[config.mk]
export PLATFORM = sky130hd
export DESIGN_NAME = mux_32
export DESIGN_NICKNAME = d
export VERILOG_FILES = /design/src/rtl/mux_32.sv
export SDC_FILE = /design/constraint.sdc
export NUM_CORES = 1
export LEC_CHECK = 0
export ABC_CLOCK_PERIOD_IN_PS = 1500
export BUFFER_PORTS_ARGS = -buffer_cell sky130_fd_sc_hd__buf_4
export CAP_MARGIN = 20
export CORE_MARGIN = 8
export CORE_UTILIZATION = 38
export CTS_BUF_LIST = sky130_fd_sc_hd__clkbuf_16
export CTS_CLUSTER_SIZE = 20
export DETAILED_ROUTE_END_ITERATION = 10
export PLACE_DENSITY = 0.94
export SYNTH_ARGS = -nofsm -noshare
export SYNTH_HDL_FRONTEND = slang
export SYNTH_SLANG_ARGS = --single-unit
export TNS_END_PERCENT = 100
[constraint.sdc]
create_clock -name clk -period 1.5 [get_ports clk]
set_input_delay 0.075 -clock clk [delete_from_list [all_inputs] [get_ports clk]]
set_output_delay 0.075 -clock clk [all_outputs]
set_load 0.1 [all_outputs]
[src/rtl/mux_32.sv]
// ---------------------------------------------------------------------------
// mux_32 : 32-bit two-way word selector for the CPU next-PC path
//
// Builds z = s ? src1 : src0 from gate primitives, one slice per bit:
//    z[i] = (src0[i] & ~s) | (src1[i] & s)
// and also provides a registered copy z_q for pipelined consumers.
//
// Ports
//    clk   in   1   system clock, z_q updates on the rising edge
//    reset in   1   synchronous active-high reset, clears z_q only
//    sel   in  32   select word (callers drive {31'b0, ctl})
//    src0  in  32   word chosen when the select decision is 0
//    src1  in  32   word chosen when the select decision is 1
//    z     out 32   combinational selected word
//    z_q   out 32   registered copy of z
//
// Build option
//    MUX_32_STRICT_SEL_EN : when defined, the select decision is the
//    OR-reduction of all 32 sel bits, so any nonzero word picks src1.
//    When undefined, only sel[0] matters.
// ---------------------------------------------------------------------------

module and_gate (
   input  logic a,
   input  logic b,
   output logic y
);
   assign y = a & b;
endmodule

module or_gate (
   input  logic a,
   input  logic b,
   output logic y
);
   assign y = a | b;
endmodule

module inv_gate (
   input  logic a,
   output logic y
);
   assign y = ~a;
endmodule

module mux_32 (
   input  logic        clk,
   input  logic        reset,
   input  logic [31:0] sel,
   input  logic [31:0] src0,
   input  logic [31:0] src1,
   output logic [31:0] z,
   output logic [31:0] z_q
);

   logic        s;
   logic        s_n;
   logic [31:0] z_d;

`ifdef MUX_32_STRICT_SEL_EN
   // Balanced OR tree over the whole select word: 16 + 8 + 4 + 2 + 1 gates.
   logic [15:0] or_l1;
   logic [7:0]  or_l2;
   logic [3:0]  or_l3;
   logic [1:0]  or_l4;

   for (genvar k = 0; k < 16; k++) begin : g_or_l1
      or_gate u_or (.a(sel[2*k]),   .b(sel[2*k+1]),   .y(or_l1[k]));
   end
   for (genvar k = 0; k < 8; k++) begin : g_or_l2
      or_gate u_or (.a(or_l1[2*k]), .b(or_l1[2*k+1]), .y(or_l2[k]));
   end
   for (genvar k = 0; k < 4; k++) begin : g_or_l3
      or_gate u_or (.a(or_l2[2*k]), .b(or_l2[2*k+1]), .y(or_l3[k]));
   end
   for (genvar k = 0; k < 2; k++) begin : g_or_l4
      or_gate u_or (.a(or_l3[2*k]), .b(or_l3[2*k+1]), .y(or_l4[k]));
   end
   or_gate u_or_root (.a(or_l4[0]), .b(or_l4[1]), .y(s));
`else
   // Only bit 0 steers the selection; the upper bits are deliberately dropped.
   logic unused_sel_hi;
   assign unused_sel_hi = |sel[31:1];
   assign s             = sel[0];
`endif

   inv_gate u_inv_s (.a(s), .y(s_n));

   // Each bit is an AND-OR slice, so a source that is not selected is
   // gated to 0 and cannot leak X/Z into z while s is known.
   for (genvar i = 0; i < 32; i++) begin : g_bit
      logic pick0;
      logic pick1;

      and_gate u_and0 (.a(src0[i]), .b(s_n), .y(pick0));
      and_gate u_and1 (.a(src1[i]), .b(s),   .y(pick1));
      or_gate  u_or   (.a(pick0),   .b(pick1), .y(z[i]));
   end

   always_comb begin
      z_d = z;
      if (reset) begin
         z_d = 32'h0000_0000;
      end
   end

   always_ff @(posedge clk) begin
      z_q <= z_d;
   end

endmodule

==> results.py <==
metrics = {
    "outcome": {
        "status": "complete, no violations",
    },
    "routing": {
        "wl_mm": 4.62,
        "drtIter0Drc": 24,
        "drc": 0,
        "vias": 1247,
        "first_pass_iters": 2,
        "via_per_inst": 4.36,
        "wl_per_cell_um": 16.2,
        "ant_nets": 0,
    },
    "synthesis": {
        "synth-compound-area-share_pct": 0,
        "synthCells": 135,
        "netlist_area_um2": 1610,
        "synth_xor_area_share_pct": 0,
        "synth_adder_area_share_pct": 0,
        "synth_top_area_share_pct": 39.8,
        "synth.area.top_cells": "dfxtp_1 40%, mux2_4 28%, buf_4 15%",
        "synth.avg_cell_area_um2": 11.9,
        "synth_top_area_cell": "dfxtp_1",
        "ys_warn_count": 0,
        "syn_nets": 233,
        "ys_types": 7,
        "synthSimpleGateAreaFrac_pct": 12.4,
        "synth_top_family_by_area": "multiplexers",
        "synthMuxAreaShare_pct": 29.4,
        "synth_seq_cells": 32,
        "ys_seq_area_share_pct": 39.8,
    },
    "placement": {
        "dp_hpwl_mm": 3.90,
        "place_ws_ns": 0.348,
        "place_area_um2": 2370,
        "gp_congestion": 0.688,
        "portBuffers": 130,
        "post-place-cells": 278,
    },
    "floorplanning": {
        "initial_core_util_pct": 40.0,
        "io_pins": 162,
        "core_area_um2": 4030,
        "die_area_um2": 6580,
        "rows": 23,
        "die_y_um": 81.1,
        "die_w_um": 81.1,
    },
    "final_layout": {
        "design_area_um2": 2530,
        "largest_reg_flops": 32,
        "fillers": 344,
        "largest-register": "z_q",
        "diodes": 0,
        "mostFrequentLayoutCells": "132 x buf_4, 32 x nor2b_1, 32 x dfxtp_1",
        "seq_area_um2": 641,
        "layout_commonest_cell": "buf_4",
        "final-instance-count-excl-fill": 286,
        "final_layout_size_suffix_gt1_share_pct": 72.0,
        "area_delta_synth_final_pct": 57.1,
        "nNetsFinal": 333,
        "multi_input_area_um2": 673,
        "largestRegisters": "z_q (32)",
    },
    "pwr": {
        "leakage_nw": 1.31,
        "max-vdd-ir-drop_v": 0.000684,
        "power_density_nw_per_um2": 1380,
    },
    "worst_setup_path": {
        "endpoint_kind": "output pin",
        "arrival_ns": 1.07,
        "worst-path-max-fanout": 16,
        "cp_slowest_cell": "mux2_2",
        "cpLargestDelayFamily": "buffers and inverters",
        "critPathKind": "primary input to output pin",
        "worst_setup_path_start_kind": "primary input",
        "crit_start": "sel[0]",
        "slowest_delay_ns": 0.39,
        "crit_required_ns": 1.42,
        "crit_path_frequent_cell": "buf_4",
        "path_cells": "buf_4 > buf_4 > mux2_2 > buf_4",
        "path_buf_inv": 3,
    },
    "sta": {
        "layout_setup_ws_ns": 0.355,
        "timing.hold.ws_ns": 0.156,
        "hold_viol_final": 0,
        "finalMaxSlewViolations": 0,
        "period_share_pct": 76.3,
        "tightest_slew_ns": 0.320,
        "max_slew_margin_pct": 78.6,
        "final.min_clock_period_ns": 1.14,
        "tns_ns": 0,
        "rsz0062_at_grt": "false",
        "finalSetupViolations": 0,
        "max_freq_ghz": 0.873,
    },
    "clocking": {
        "h-tree-depth": 2,
        "clk_pin_slew_ns": 0.05,
        "cts_sinks": 32,
        "cts_resized": 0,
        "cts_made_buffers": 5,
        "tritoncts": "done",
        "hold_buffers": 0,
        "cts_setup_buffers": 0,
        "cts-root-buf": "clkbuf_16",
        "clockBufferDepth": 2,
    },
    "global_routing": {
        "grt_pass1_vias": 1430,
        "grt_usage_pct": 13.4,
        "antenna_found_initial": 0,
        "grt_max_degree": 33,
        "grt_pass1_wl_mm": 6.77,
        "gr-total-overflow": 0,
    },
    "hold_path": {
        "hold_start": "src1[18]",
        "hold_class": "primary input to flop",
    },
    "run": {
        "maxCapViolations": 0,
    },
}
## power breakdown
part           switching (mW)  internal (mW)  leakage, nW
clock network           0.321          0.769       0.0789
registers              0.0150          0.909        0.267
logic                    1.08          0.392        0.969
## worst min-delay path, stage by stage
cell	delay [ns]
buf_4	0.08
mux2_4	0.13
nor2b_1	0.11
## worst paths after layout
check | cells after the start | to | slack, ns
worst min-delay path | 3 | z_q[18] | 0.16
worst max-delay path | 4 | z[0] | 0.36
## cell type report
class                      instances  share of cell area [%]
clock buffer                       5                    4.95
clock inverter                     3                    1.48
tap                               50                    2.47
sequential                        32                    25.3
timing repair buffer             132                    39.2
multi-input combinational         64                    26.6
## synthesized netlist by cell type
cell	n
buf_4	32
buf_6	4
clkbuf_1	3
dfxtp_1	32
mux2_2	2
mux2_4	30
nor2b_1	32
## kinds of logic (layout without fill, tap and decap cells)
| group | Yosys count | in the layout |
|---|---|---|
| buffers and inverters | 39 | 140 |
| flip-flops | 32 | 32 |
| AND/OR/NAND/NOR | 32 | 32 |
| multiplexers | 32 | 32 |
## layer usage
layer / track usage, % / up-vias / wire [um]
li1: - / 598 / -
met1: 12.2 / 566 / 1550
met2: 24.9 / 73 / 2530
met3: 5.41 / 10 / 422
met4: 6.79 / 0 / 117
met5: 0 / - / 0
## per-stage QoR
step	power (mW)	utilization, %
final	3.49	62.8
after global routing	3.60	62.8
after CTS	3.53	62.8
after detailed placement	2.42	58.8
after global placement	2.40	58.8
after floorplan	2.16	-
Note: power is estimated with default switching activity, not from simulation.
